File: src/rtl/rcom_cmd_sequencer.sv
// ---------------------------------------------------------------------------
// rcom_cmd_sequencer
//
// Queues a script of 16-bit Knight commands and hands them to RemoteComm
// one at a time: present cmd with a one-cycle snd_cmd strobe, wait for
// cmd_snt, then wait for the Knight's response byte. An ACK_VAL response
// retires the head entry. Any other response, or a stall in either wait
// state, drops into a sticky error state that flushes the queue.
//
// Optional build macro: RCOM_RETRY_EN
//   When defined, a NAK or a response timeout resends the same head entry,
//   up to 3 times per command. The error state is entered only on the 4th
//   consecutive failure. A cmd_snt timeout is never retried.
// ---------------------------------------------------------------------------
module rcom_cmd_sequencer #(
  parameter int unsigned DEPTH          = 8,
  parameter int unsigned TIMEOUT_CYCLES = 1000000,
  parameter logic [7:0]  ACK_VAL        = 8'hA5
) (
  input  logic                       clk,
  input  logic                       rst_n,
  input  logic                       wr_cmd_i,
  input  logic [15:0]                wr_data_i,
  output logic                       full_o,
  output logic [$clog2(DEPTH+1)-1:0] count_o,
  input  logic                       start_i,
  output logic [15:0]                cmd_o,
  output logic                       snd_cmd_o,
  input  logic                       cmd_snt_i,
  input  logic                       resp_rdy_i,
  input  logic [7:0]                 resp_i,
  output logic                       busy_o,
  output logic                       done_o,
  output logic                       err_o,
  output logic [1:0]                 err_code_o
);

  localparam int unsigned AW = $clog2(DEPTH);
  localparam int unsigned CW = $clog2(DEPTH + 1);
  localparam int unsigned TW = $clog2(TIMEOUT_CYCLES + 1);

  localparam logic [CW-1:0] DEPTH_C  = CW'(DEPTH);
  localparam logic [TW-1:0] TMO_MAX  = TW'(TIMEOUT_CYCLES);
  localparam logic [TW-1:0] TMO_LAST = TW'(TIMEOUT_CYCLES - 1);

  localparam logic [1:0] ERR_NONE     = 2'b00;
  localparam logic [1:0] ERR_NAK      = 2'b01;
  localparam logic [1:0] ERR_SNT_TMO  = 2'b10;
  localparam logic [1:0] ERR_RESP_TMO = 2'b11;

  typedef enum logic [2:0] {
    S_IDLE,
    S_SEND,
    S_WAIT_SNT,
    S_WAIT_RESP,
    S_ERR
  } state_e;

  state_e          state_q, state_d;

  logic [15:0]     mem [DEPTH];
  logic [AW-1:0]   wr_ptr_q, wr_ptr_d;
  logic [AW-1:0]   rd_ptr_q, rd_ptr_d, rd_ptr_pop;
  logic [CW-1:0]   count_q, count_d, count_upd;

  logic [15:0]     cmd_q, head_d;
  logic [TW-1:0]   tmo_q, tmo_d;
  logic            err_q, err_d;
  logic [1:0]      err_code_q, err_code_d;

`ifdef RCOM_RETRY_EN
  logic [1:0]      retry_q, retry_d;
`endif

  logic            push_ok;
  logic            ack;
  logic            pop;
  logic            tmo_hit;
  logic            flush;

  // ------------------------------------------------------------------------
  // Handshake decode
  // ------------------------------------------------------------------------
  assign full_o  = (count_q == DEPTH_C);
  assign push_ok = wr_cmd_i && !full_o && (state_q != S_ERR);
  assign ack     = resp_rdy_i && (resp_i == ACK_VAL);
  assign pop     = (state_q == S_WAIT_RESP) && ack;
  // The counter starts at 0 on the first wait cycle, so hitting the last
  // value means TIMEOUT_CYCLES cycles have been spent waiting.
  assign tmo_hit = (tmo_q >= TMO_LAST);
  // Queue is discarded on the cycle that enters the error state.
  assign flush   = (state_d == S_ERR) && (state_q != S_ERR);

  // ------------------------------------------------------------------------
  // FIFO occupancy and pointers
  // ------------------------------------------------------------------------

  // Occupancy after this cycle's push/pop, before any flush.
  always_comb begin
    // NOTE: every combinational output gets a default first, so no path
    // through the block leaves it unassigned and no latch is inferred.
    count_upd = count_q;
    case ({push_ok, pop})
      2'b10:   count_upd = count_q + CW'(1);
      2'b01:   count_upd = count_q - CW'(1);
      default: count_upd = count_q;
    endcase
  end

  assign rd_ptr_pop = pop ? rd_ptr_q + AW'(1) : rd_ptr_q;

  // Next pointer/count values; pointers wrap naturally as DEPTH is 2**AW.
  always_comb begin
    wr_ptr_d = push_ok ? wr_ptr_q + AW'(1) : wr_ptr_q;
    rd_ptr_d = rd_ptr_pop;
    count_d  = count_upd;
    if (flush) begin
      wr_ptr_d = '0;
      rd_ptr_d = '0;
      count_d  = '0;
    end
  end

  // Pointer and occupancy registers.
  always_ff @(posedge clk or negedge rst_n) begin
    // NOTE: sequential state is always assigned with <= so every flop
    // samples the pre-edge value of its neighbours, independent of order.
    if (!rst_n) begin
      wr_ptr_q <= '0;
      rd_ptr_q <= '0;
      count_q  <= '0;
    end else begin
      wr_ptr_q <= wr_ptr_d;
      rd_ptr_q <= rd_ptr_d;
      count_q  <= count_d;
    end
  end

  // Script payload storage, written on every accepted push.
  always_ff @(posedge clk) begin
    // NOTE: the payload array is not reset; which slots hold live entries is
    // decided entirely by the pointers and count, which are reset.
    if (push_ok) begin
      mem[wr_ptr_q] <= wr_data_i;
    end
  end

  assign count_o = count_q;

  // Head entry for the next SEND. If the queue drains to zero on an ACK
  // while a push lands in the same cycle, the new head is still on
  // wr_data_i rather than in the array, so forward it.
  assign head_d = (push_ok && (wr_ptr_q == rd_ptr_pop)) ? wr_data_i
                                                       : mem[rd_ptr_pop];

  // ------------------------------------------------------------------------
  // Sequencer FSM
  // ------------------------------------------------------------------------

  // State register.
  always_ff @(posedge clk or negedge rst_n) begin
    if (!rst_n) begin
      state_q <= S_IDLE;
    end else begin
      state_q <= state_d;
    end
  end

  // Next-state logic, including the sticky error flag/code and retry count.
  always_comb begin
    state_d    = state_q;
    err_d      = err_q;
    err_code_d = err_code_q;
`ifdef RCOM_RETRY_EN
    retry_d    = retry_q;
`endif
    case (state_q)
      S_IDLE: begin
        if (start_i && (count_q != '0)) begin
          state_d = S_SEND;
        end
      end

      S_SEND: begin
        state_d = S_WAIT_SNT;
      end

      S_WAIT_SNT: begin
        if (cmd_snt_i) begin
          state_d = S_WAIT_RESP;
        end else if (tmo_hit) begin
          state_d    = S_ERR;
          err_d      = 1'b1;
          err_code_d = ERR_SNT_TMO;
        end
      end

      S_WAIT_RESP: begin
        // A response arriving on the timeout cycle wins over the timeout.
        if (ack) begin
          state_d = (count_upd == '0) ? S_IDLE : S_SEND;
`ifdef RCOM_RETRY_EN
          retry_d = '0;
`endif
        end else if (resp_rdy_i || tmo_hit) begin
`ifdef RCOM_RETRY_EN
          if (retry_q != 2'd3) begin
            state_d = S_SEND;
            retry_d = retry_q + 2'd1;
          end else begin
            state_d    = S_ERR;
            err_d      = 1'b1;
            err_code_d = resp_rdy_i ? ERR_NAK : ERR_RESP_TMO;
          end
`else
          state_d    = S_ERR;
          err_d      = 1'b1;
          err_code_d = resp_rdy_i ? ERR_NAK : ERR_RESP_TMO;
`endif
        end
      end

      S_ERR: begin
`ifdef RCOM_RETRY_EN
        retry_d = '0;
`endif
        if (start_i) begin
          state_d    = S_IDLE;
          err_d      = 1'b0;
          err_code_d = ERR_NONE;
        end
      end

      default: begin
        state_d = S_IDLE;
      end
    endcase
  end

  // Moore/Mealy outputs; done marks the final-ACK transition into IDLE.
  always_comb begin
    snd_cmd_o = (state_q == S_SEND);
    busy_o    = (state_q != S_IDLE) && (state_q != S_ERR);
    done_o    = (state_q == S_WAIT_RESP) && (state_d == S_IDLE);
  end

  // ------------------------------------------------------------------------
  // Datapath registers
  // ------------------------------------------------------------------------

  // Command register loads on entry to SEND so it is valid alongside the
  // snd_cmd strobe and then holds until the next SEND.
  always_ff @(posedge clk or negedge rst_n) begin
    if (!rst_n) begin
      cmd_q <= '0;
    end else if (state_d == S_SEND) begin
      cmd_q <= head_d;
    end
  end

  // Wait-state timeout counter: cleared by SEND and by cmd_snt, saturating.
  always_comb begin
    tmo_d = tmo_q;
    if ((state_q == S_SEND) || ((state_q == S_WAIT_SNT) && cmd_snt_i)) begin
      tmo_d = '0;
    end else if (((state_q == S_WAIT_SNT) || (state_q == S_WAIT_RESP)) &&
                 (tmo_q != TMO_MAX)) begin
      tmo_d = tmo_q + TW'(1);
    end
  end

  // Timeout counter and error status registers.
  always_ff @(posedge clk or negedge rst_n) begin
    if (!rst_n) begin
      tmo_q      <= '0;
      err_q      <= 1'b0;
      err_code_q <= ERR_NONE;
    end else begin
      tmo_q      <= tmo_d;
      err_q      <= err_d;
      err_code_q <= err_code_d;
    end
  end

`ifdef RCOM_RETRY_EN
  // Consecutive-failure count for the current head entry.
  always_ff @(posedge clk or negedge rst_n) begin
    if (!rst_n) begin
      retry_q <= '0;
    end else begin
      retry_q <= retry_d;
    end
  end
`endif

  assign cmd_o      = cmd_q;
  assign err_o      = err_q;
  assign err_code_o = err_code_q;

  // ------------------------------------------------------------------------
  // Structural invariants
  // ------------------------------------------------------------------------
  a_count_bound : assert property (@(posedge clk) disable iff (!rst_n)
    count_q <= DEPTH_C);

  a_snd_one_cycle : assert property (@(posedge clk) disable iff (!rst_n)
    snd_cmd_o |=> !snd_cmd_o);

endmodule

File: config.mk
export PLATFORM = sky130hd
export DESIGN_NAME = rcom_cmd_sequencer
export DESIGN_NICKNAME = d
export VERILOG_FILES = /design/src/rtl/rcom_cmd_sequencer.sv
export SDC_FILE = /design/constraint.sdc
export NUM_CORES = 1
export LEC_CHECK = 0
export BUFFER_PORTS_ARGS = -buffer_cell sky130_fd_sc_hd__buf_2
export CAP_MARGIN = 10
export CORE_MARGIN = 8
export CORE_UTILIZATION = 40
export CTS_CLUSTER_SIZE = 30
export DETAILED_ROUTE_END_ITERATION = 6
export PLACE_DENSITY = 0.69
export SKIP_LAST_GASP = 1
export SLEW_MARGIN = 15
export SYNTH_ARGS = -nofsm -noshare
export SYNTH_HDL_FRONTEND = slang
export SYNTH_SLANG_ARGS = --single-unit
File: constraint.sdc
create_clock -name clk -period 3.5 [get_ports clk]
set_input_delay 0.525 -clock clk [delete_from_list [all_inputs] [get_ports clk]]
set_output_delay 0.525 -clock clk [all_outputs]
set_load 0.02 [all_outputs]
== After elaboration in Yosys (flattened, before gate mapping) ==
Memories as Yosys holds them, arrays and structs flattened. A register that Yosys moved wholly into a read port is not among the register bits.
Index checks and enable logic that the tools add are counted.
Storage, ports and cells
  RAM bits: 128
  word-level logic and storage cells: 86
  memories kept: 1
  bits of input ports: 30
  output and inout bits: 27
  register bits after elaboration: 36
Memories
  mem: words 8, bits a word 16, rd ports 1, clocked after memory_dff 1, wr ports 1, RTL line 61  | logic [15:0] mem [DEPTH];
Cells by class
  reductions and logical operators: 24
  equal/unequal tests: 17
  magnitude comparators: 1
  $add $sub $neg: 5
  mux-type cells: 31
Operators with widths (count)
  2-to-1 mux 20 bit: 2
  2-to-1 mux 3 bit: 10
  adder 20 x 1 -> 20 bit, second input constant: 1
  >= comparator 20 bit, second input constant: 1
  != test 20 bit, second input constant: 1
  one-hot mux 3 bit (5 select lines): 1
  2-to-1 mux 2 bit: 6
  logical AND 1 bit: 10
  != test 2 bit, second input constant: 5
  == test 8 bit, second input constant: 1
  2-to-1 mux 1 bit: 8
  one-hot mux 4 bit (2 select lines): 1
  adder 3 x 1 -> 3 bit, second input constant: 2
  == test 3 x 1 -> 1 bit, second input constant: 2
  == test 3 x 2 -> 1 bit, second input constant: 2
  == test 3 bit, second input constant: 2
  zero test 3 bit: 2
  one-hot mux 2 bit (3 select lines): 1
  AND reduction 6 bit: 1
  nonzero test 3 bit: 2
  adder 4 x 1 -> 4 bit, second input constant: 1
  == test 4 bit, second input constant: 1
  zero test 4 bit: 1
  2-to-1 mux 4 bit: 1
  other kinds (9): 13

== Depth between registers and ports, before layout ==
Gate-level depths: netlist of run 1.
  depth after elaboration: 13
  mapped depth: 17
  mapped depth without buffers: 14

== Worst setup path before layout of run 1 ==
OpenSTA, ideal clock, no wires.
  kind: reg2out
  from: reg count_q[1] (netlist: count_o[1])
  to: out done_o
  data required time: 2975 ps
  data arrival time: 3601 ps
  slack: -626 ps
  buffers on the path: 2
  cell stages (with the launch flop): 17
  path through: dfrtp_1 > nor2_2 > nand3b_1 > and3_1 > clkbuf_1 > inv_1 > ha_1 > xor2_1 > ha_1 > a21oi_1 > mux2i_1 > xnor2_1 > o21ai_0 > o211a_1 > buf_2 > inv_1 > nor4_1
Between the ends
  cells in the longest elaborated chain, start to end: 12
  elaborated cells on any way between the ends: 18
  those cells by class: add/sub (2); eq/ne (3); mux (5); reduce/logical (8)
RTL lines
  start, declared: RTL line 64  | logic [CW-1:0] count_q, count_d, count_upd;
  start signal, assigned: RTL line 135  | count_q <= count_d;
  == test 4 bit: RTL line 84  | assign full_o = (count_q == DEPTH_C);
  zero test 1 bit: RTL line 85  | assign push_ok = wr_cmd_i && !full_o && (state_q != S_ERR);
  logical AND 1 bit (2 in a row): RTL line 85
  == test 2 x 1 -> 1 bit or == test 2 bit (tied branches): RTL line 103  | case ({push_ok, pop})
  one-hot mux 4 bit (2 select lines): RTL line 103
  zero test 4 bit: RTL line 201  | state_d = (count_upd == '0) ? S_IDLE : S_SEND;
  2-to-1 mux 1 bit: RTL line 201
  2-to-1 mux 3 bit: RTL line 200  | if (ack) begin
  one-hot mux 3 bit (5 select lines) *: RTL line 177  | case (state_q)
  net state_d[0]: RTL line 59  | state_e state_q, state_d;
  zero test 3 bit *: RTL line 244  | done_o = (state_q == S_WAIT_RESP) && (state_d == S_IDLE);
  logical AND 1 bit *: RTL line 244
  end, declared: RTL line 33  | output logic done_o,
The timed path passes the listed nets; every way through them passes the cells marked *.

== Worst setup path after layout of run 1 ==
  from: reg count_q[2] (netlist: count_o[2])
  to: out done_o
Same word-level chain as after synthesis.

==> impl_metrics.ini, run 1 <==
[outcome]
status = completed

[setup_path]
crit_type = register to output port
path_max_fanout = 7
cp_data_arrival_time_ns = 2.94
endpoint_kind = output port
ff2ff_path_depth = 14
max_stage_delay_ns = 0.44
path_cells = nand3b_1 > and3_4 > inv_4 > ha_4 > xor2_2 > ha_2 > a21oi_2 > mux2i_1 > xnor2_1 > o21ai_1 > o211a_1 > inv_2 > nor4_4 > buf_4
cp-start-kind = register
cpMaxStageDelayCell = dfrtp_2
endpoint = done_o
r2r_slack_ns = 0.24
r2r-end = cmd_o[7]
r2r-start = count_o[2]
worstPathRequired_ns = 2.97
cp-startpoint = count_o[2]

[routing]
detail-route-antenna-nets = 0
wl_per_cell_um = 18.9
routed_wl_um = 17800
via_per_inst = 5.41
first_iter_violations = 313
dr.pass1.iters = 4
vias = 5104
drc = 0

[sta]
slew_headroom_pct = 34.4
worst_slew_pin_slew_ns = 0.984
fin_ws_ns = 0.0313
setup_viol = 0
slew_viol_final = 0
period_share_pct = 99.1
fin_skew_ns = 0.00981
rsz0062_at_grt = yes
hold_viol_final = 0
finalSetupTns_ns = 0
min_period_ns = 3.47
fmax_mhz = 288

[synth]
syn_inst = 582
synth_cell_types = 51
avgSynthCellArea_um2 = 13.7
synth-edff-count = 128
synth_top_area_cell = edfxtp_1
synth_warnings = 0
synth_ff_type = edfxtp_1
syn_nets = 619
synth_area_leaders = edfxtp_1 48%, dfrtp_1 16%, mux2i_1 8.6%
yosysTopAreaCellShare_pct = 48.3
ys_seq_area_share_pct = 64.7
synthArstFlopShare_pct = 28.9
yosys_register_bits = 180
netlist_area_um2 = 7960

[global_routing]
grt.total_usage_pct = 15.0
grt_pass1_wl_um = 28000
antenna_found_initial = 2
grt_max_degree = 43
grt_overflow_total = 0
first_global_vias = 5193

[power]
p_total_mw = 6.68
peakVddDrop_mv = 0.396
p_leak_nw = 3.93
powerDensity_nw_per_um2 = 708

[flow_run]
cap_violations = 0

[clock_tree]
root_buffer = clkbuf_16
cts_tree = yes
clk_latency_ns = 0.43
path_clk_slew_ns = 0.07
htree_levels = 4
clock_sinks = 180
cts.path.max_buffers = 2
cts_inserted_buffers = 17

[placed_design]
hpwl_um = 10900
post-place-ws_ns = -0.0781
place_area_um2 = 8700
routabilityCongestion = 0.815
numPortBuffers = 56

[finish]
final_common_cell = edfxtp_1
nFillCells = 1626
design_area_um2 = 9440
seqCellArea_um2 = 5150
nets = 702
layout_common_cells = 128 x edfxtp_1, 68 x mux2i_1, 55 x buf_2, 49 x dfrtp_1, 42 x nor2_1
area_growth_pct = 18.7
diodes = 0
drive_gt1_share_pct = 26.1
multi_input_area_um2 = 2760

[floorplan]
io_pins = 57
std_cell_rows = 51
dieArea_um2 = 24700
die_x_um = 157
initial_core_util_pct = 40.9
die_h_um = 157
core-area_um2 = 19500

[hold_path]
min_path_type = primary input to asynchronous set/reset pin
through the flow:
stage / std cells / util [%] / hold slack (ns)
final: 943 / 48.5 / 0.261
after global routing: 943 / 48.5 / 0.321
after CTS: 940 / 48.3 / 0.273
after detailed placement: 898 / 44.7 / 0.473
after global placement: 898 / 44.7 / 0.458
after floorplan: 582 / - / 0.229
worst max-delay path, delay by kind of cell, from the launching register on:
kind / cells / cell delay, ns
adder cells (fa/ha/maj): 2 / 0.35
flip-flops: 1 / 0.44
AO/OA/AOI/OAI: 3 / 0.43
buffers and inverters: 3 / 0.29
XOR/XNOR: 2 / 0.26
AND/OR/NAND/NOR: 3 / 0.50
multiplexers: 1 / 0.24
Yosys cell counts, drive strengths merged, types with 3 or more instances:
cell type and n:
or3 3, o22ai 32, nor2 54, nand3b 3, a21oi 10, nand3 12, nor3 24, nand4 5
inv 10, nor2b 4, and3 6, nor4 7, nand2 22, o21ai 24, mux2i 68, xnor2 13
edfxtp 128, xor2 16, nand2b 4, ha 7, nor4b 3, dfrtp 52, clkbuf 18, o41ai 17
buf 13, nor4bb 4, o31ai 3
routing by layer:
layer	GRT usage, %	vias up	wire, um
met1	17.8	2548	7560
met3	3.84	24	947
met5	0	-	20
met4	5.62	4	278
met2	25.7	134	8980
li1	-	2394	-
repair_timing:
action,CTS,global route
setup buffers,10,3
resized for setup,18,2
endpoints found under the setup margin,1,1
pin swaps,7,6
hold buffers,0,0
report_power, final:
group          total, mW  switching, mW  internal [mW]  leakage [nW]
Combinational       1.97           1.26          0.716          1.81
Clock               1.83          0.829           1.00         0.282
Sequential          2.88          0.201           2.68          1.84
layout make-up:
| type | instances | share of cell area, % |
|---|---|---|
| clock buffers | 18 | 4.55 |
| clock inverters | 14 | 1.47 |
| multi-input cells | 361 | 29.2 |
| repair buffers | 95 | 6.27 |
| well taps | 265 | 3.51 |
| flip-flops and latches | 180 | 54.5 |
| inverters | 10 | 0.424 |
cells by family (layout without fill, tap and decap cells):
logic type	Yosys count	count (layout)	synth area share [%]
AO/OA/AOI/OAI	96	96	8.84
XOR/XNOR	29	29	3.29
adder cells (fa/ha/maj)	7	7	1.10
buffers and inverters	41	137	2.45
flip-flops	180	180	64.7
multiplexers	69	69	8.70
AND/OR/NAND/NOR	160	160	11.0
worst min path at each step:
stage | end | startpoint | slack [ns] | cells after the start
2_1_floorplan | cmd_o[0] | rst_n | 0.23 | 0
3_3_place_gp | err_o | err_o | 0.46 | 1
3_5_place_dp | err_code_o[1] | err_code_o[1] | 0.47 | 2
4_1_cts | cmd_o[5] | rst_n | 0.27 | 1
5_1_grt | tmo_q[7] | rst_n | 0.32 | 1
6_report | tmo_q[7] | rst_n | 0.26 | 1
sequential cells by signal, summed over array words and instances, names as in the netlist:
name,cells
mem,128
tmo_q,20
cmd_o,16
count_o,4
rd_ptr_q,3
state_q,3
wr_ptr_q,3
err_code_o,2
err_o,1
(Power assumes the default switching activity.)
==> run 2: changes to the inputs <==
- ABC_AREA: not set -> 1
- HOLD_SLACK_MARGIN: not set -> 0.05
==> run 2 against run 1 <==
  * Global-route usage is 1.4 points higher
  * Critical path type unchanged
  * Worst setup slack better by 0.16 ns
  * Clock power hardly changed
  * Worst hold slack worse by 0.11 ns
  * Die area is 11% higher
  * Routed wire length is 23% higher
  * Final cell count is 43% higher
  * Core utilization is 1.4 points lower
  * Total power is 0.21% higher
  * Non-clock buffer count is 2 higher
  * Clock-buffer cell count is 1 higher
==> impl_metrics.ini, run 2 <==
[floorplan]
die_h_um = 165
core-area_um2 = 21800
dieArea_um2 = 27300
die_x_um = 165
initial_core_util_pct = 40.7
std_cell_rows = 54
io_pins = 57

[power]
peakVddDrop_mv = 0.305
powerDensity_nw_per_um2 = 651
p_leak_nw = 4.61
p_total_mw = 6.70

[sta]
rsz0062_at_grt = no
holdWs_ns = 0.154
fmax_mhz = 302
finalSetupTns_ns = 0
min_period_ns = 3.31
slew_headroom_pct = 46.1
setup_viol = 0
hold_viol_final = 0
period_share_pct = 94.5
fin_skew_ns = 0.0112
slew_viol_final = 0
worst_slew_pin_slew_ns = 0.808

[clock_tree]
cts_inserted_buffers = 17
root_buffer = clkbuf_16
htree_levels = 4
clock_sinks = 180
cts.path.max_buffers = 2
cts_tree = yes
path_clk_slew_ns = 0.06
clk_latency_ns = 0.44

[global_routing]
grt_max_degree = 66
first_global_vias = 6658
grt_overflow_total = 0
grt.total_usage_pct = 16.4
grt_pass1_wl_um = 34600
antenna_found_initial = 1

[finish]
final_common_cell = nand2_1
nets = 1092
nFillCells = 2030
area_growth_pct = 15.6
drive_gt1_share_pct = 14.5
final-instance-count-excl-fill = 1344
layout_common_cells = 224 x nand2_1, 172 x nand3_1, 157 x inv_1, 128 x edfxtp_1, 55 x buf_2
diodes = 0
largest_register_ffs = 128
largest_register = mem

[synth]
synth_warnings = 0
synthAdderAreaFrac_pct = 0.985
synth_top_area_cell = edfxtp_1
synthArstFlopShare_pct = 28.9
synth_top_family_by_area = simple AND/OR/NAND/NOR gates
syn_nets = 1016
syn_inst = 979
synth_mux_area_share_pct = 0
synth_area_leaders = edfxtp_1 43%, dfrtp_1 15%, nand2_1 9.8%
synth_commonest_cells = 231 x nand2_1, 173 x nand3_1, 158 x inv_1
synth_cell_types = 41
synthXorXnorAreaFrac_pct = 0.886
yosysTopAreaCellShare_pct = 43.2
avgSynthCellArea_um2 = 9.08
synth-edff-count = 128
netlist_area_um2 = 8890
yosys_register_bits = 180
synth_ff_type = edfxtp_1
ys_seq_area_share_pct = 57.9
synth_compound_area_share_pct = 2.67
synth_most_common_cell = nand2_1
yosys.area_share.simple_pct = 28.6

[setup_path]
endpoint_kind = output port
path_max_fanout = 4
cp_data_arrival_time_ns = 2.78
r2r-end = cmd_o[8]
worstPathRequired_ns = 2.97
crit_type = register to output port
r2r-start = state_q[1]
cp-start-kind = register
ff2ff_path_depth = 16
r2r_slack_ns = 0.68

[routing]
wl_per_cell_um = 16.3
drc = 0
dr.pass1.iters = 5
first_iter_violations = 731
detail-route-antenna-nets = 0
routed_wl_um = 21900
vias = 6942
via_per_inst = 5.17

[hold_path]
min_path_type = primary input to asynchronous set/reset pin

[flow_run]
cap_violations = 0

[outcome]
status = completed

[placed_design]
hpwl_um = 13300
routabilityCongestion = 0.893
numPortBuffers = 56
dp_cells = 1300
[run 2: cell types whose count changed after synthesis, moves of 21 or more]
cell / change
mux2i_1: -68
o22ai_1: -32
nand2_1: +209
nand3b_1: +29
nand3_1: +162
nand4_1: +21
inv_1: +148
[run 2: timing repair]
item,in CTS,in global routing
pin swaps,4,3
setup buffers,6,10
hold buffers,0,0
resized for setup,13,10
endpoints found under the setup margin,1,1
[run 2: worst max-delay path by stage]
stage / from / slack [ns] / to
after floorplan: count_o[1] / 0.14 / done_o
after global placement: resp_i[7] / 0.15 / done_o
after detailed placement: resp_i[7] / 0.07 / done_o
after CTS: count_o[2] / 0.008 / done_o
after global routing: state_q[1] / 0.007 / done_o
final: state_q[0] / 0.19 / done_o
[run 2: logic make-up after synthesis]
| logic type | after synthesis |
|---|---|
| AND/OR/NAND/NOR | 541 |
| buffers and inverters | 201 |
| flip-flops | 180 |
| AO/OA/AOI/OAI | 41 |
| XOR/XNOR | 9 |
| adder cells (fa/ha/maj) | 7 |
[run 2: per-stage QoR]
stage,instance area (um2),worst slack [ns],utilization [%]
floorplan,8890,0.144,-
global placement,9530,0.152,43.7
detailed placement,9530,0.0652,43.7
CTS,10200,0.00757,46.6
global route,10300,0.00672,47.1
finish,10300,0.193,47.1
[run 2: final cells by class]
cell class	count	area (um2)	share of cell area [%]
clock inverter	9	110	1.07
tap	280	350	3.41
multi-input combinational	598	3030	29.5
timing repair buffer	97	607	5.90
sequential	180	5150	50.1
inverter	161	604	5.88
clock buffer	19	433	4.21
[run 2: critical path: stages (launching register included)]
cell and delay, ns:
dfrtp_1 0.41, nand2_2 0.10, nor2_4 0.05, nand4_1 0.10
inv_2 0.07, buf_4 0.14, ha_4 0.27, inv_1 0.07
or2_2 0.28, o21ai_1 0.11, nand2_1 0.07, nor2_1 0.10
nand3_1 0.09, nand2_2 0.10, nand2_2 0.08, nor3_2 0.14
buf_4 0.17
[run 2: power by group]
| group | total [mW] | internal [mW] | switching [mW] |
|---|---|---|---|
| registers | 2.86 | 2.68 | 0.181 |
| logic | 2.03 | 0.649 | 1.38 |
| clock network | 1.82 | 1.03 | 0.781 |
| total | 6.70 | 4.36 | 2.34 |
[run 2: per-layer routing]
layer	vias to the layer above	global-route usage [%]	share of wire, %
met5	-	0	0.050
met4	2	5.77	2.1
met3	40	4.46	8.0
met2	252	27.3	48
met1	3264	20.2	42
li1	3384	-	-
==> run 3: changes to the inputs <==
- CORE_MARGIN: 8 -> 2
- CTS_BUF_LIST: not set -> sky130_fd_sc_hd__clkbuf_16
==> run 3 against run 2 <==
  * Clock power about the same
  * Non-clock buffer count down 2
  * Die area down 14%
  * Critical path type unchanged
  * Highest routed layer unchanged
==> impl_metrics.ini, run 3 (synthesis results as in run 2) <==
[sta]
fin_ws_ns = 0.147
worst_slew_pin_slew_ns = 0.824
fin_skew_ns = 0.00868
finalSetupTns_ns = 0
period_share_pct = 95.8
holdWs_ns = 0.174
min_period_ns = 3.35
slew_headroom_pct = 45.0
setup_viol = 0
hold_viol_final = 0
fmax_mhz = 298
slew_viol_final = 0

[clock_tree]
htree_levels = 4
clock_sinks = 180
path_clk_slew_ns = 0.07
cts.path.max_buffers = 2
cts_inserted_buffers = 17
cts_hold_buf = 0
clk_latency_ns = 0.43
root_buffer = clkbuf_16
cts_tree = yes

[finish]
design_area_um2 = 10300
largest_register = mem
seqCellArea_um2 = 5150
nets = 1090
layout_common_cells = 225 x nand2_1, 172 x nand3_1, 159 x inv_1, 128 x edfxtp_1, 55 x buf_2
nFillCells = 2047
largest_register_ffs = 128
multi_input_area_um2 = 3060
drive_gt1_share_pct = 14.7
final_common_cell = nand2_1
diodes = 0
finish.utilization_pct = 47.2
area_growth_pct = 15.9
final-instance-count-excl-fill = 1345

[setup_path]
worstPathRequired_ns = 2.97
cp-start-kind = register
crit_type = register to output port
path_cells = nor3_2 > nand2_1 > nand3_4 > buf_6 > ha_4 > inv_1 > or2_2 > o21ai_2 > nand2_1 > nor2_1 > nand3_1 > nand2_2 > nand2_4 > nor3_4 > buf_6
r2r_slack_ns = 0.50
cpMaxStageDelayCell = dfrtp_2
path_max_fanout = 6
cp_data_arrival_time_ns = 2.83
max_stage_delay_ns = 0.43
endpoint_kind = output port

[floorplan]
die_x_um = 153
io_pins = 57
die_h_um = 153
dieArea_um2 = 23400
std_cell_rows = 54
initial_core_util_pct = 40.7
core-area_um2 = 21800

[routing]
drc = 0
vias = 6996
first_iter_violations = 595
dr.pass1.iters = 6
via_per_inst = 5.20
wl_per_cell_um = 16.5
detail-route-antenna-nets = 0
routed_wl_um = 22200

[global_routing]
grt_overflow_total = 0
first_global_vias = 6654
grt_max_degree = 65
grt.total_usage_pct = 19.2
grt_pass1_wl_um = 35300
antenna_found_initial = 1

[flow_run]
cap_violations = 0

[placed_design]
place_area_um2 = 9540
numPortBuffers = 56
routabilityCongestion = 0.923
dp_cells = 1301
post-place-ws_ns = -0.0647
hpwl_um = 13600

[power]
p_leak_nw = 4.62
peakVddDrop_mv = 0.304
powerDensity_nw_per_um2 = 649
p_total_mw = 6.69

[hold_path]
min_path_type = primary input to asynchronous set/reset pin

[outcome]
status = completed
run 3: cell count changes in the layout (fill, tap and decap cells not counted), moves of 2 or more:
cell,delta
buf_4,-3
clkbuf_1,-2
nand2_2,-2
inv_1,+2
run 3: layer usage:
layer / track usage, % / vias to the layer above / share of wire, %
met5: 0 / - / 0.058
met4: 5.51 / 2 / 2.0
met3: 5.33 / 45 / 7.6
met2: 31.7 / 266 / 47
met1: 25.0 / 3304 / 43
li1: - / 3379 / -
run 3: worst paths after layout:
kind | from | to | cells after the start
worst min register to register | err_o | err_o | 2
min in group clk | wr_data_i[5] | mem[3][5] | 1
worst max register to register | count_o[1] | cmd_o[3] | 16
worst min-delay path | rst_n | count_o[1] | 1
worst max-delay path | count_o[1] | done_o | 15
max in group asynchronous | rst_n | cmd_o[4] | 2
run 3: cell type report:
class / instances / share of cell area, %
Clock buffer: 17 / 4.13
Clock inverter: 14 / 1.13
Inverter: 161 / 5.86
Multi-Input combinational cell: 598 / 29.7
Sequential cell: 180 / 50.0
Tap cell: 280 / 3.40
Timing Repair Buffer: 95 / 5.78
run 3: timing repair:
item | in CTS | in global routing
resized for setup | 10 | 20
buffers inserted | 5 | 8
pin swaps | 3 | 12
endpoints found under the setup margin | 1 | 1
run 3: worst max-delay path: cells and delay by family (launching register included):
| family | cells | cell delay (ns) |
|---|---|---|
| AOI/OAI and AO/OA | 1 | 0.08 |
| DFF | 1 | 0.43 |
| adders and majority gates | 1 | 0.16 |
| buffers and inverters | 3 | 0.37 |
| and+or+nand+nor | 10 | 1.35 |
run 3: where the power goes:
group	switching, mW	total [mW]	internal, mW
sequential	0.178	2.85	2.68
combinational	1.40	2.05	0.647
clock	0.815	1.79	0.972
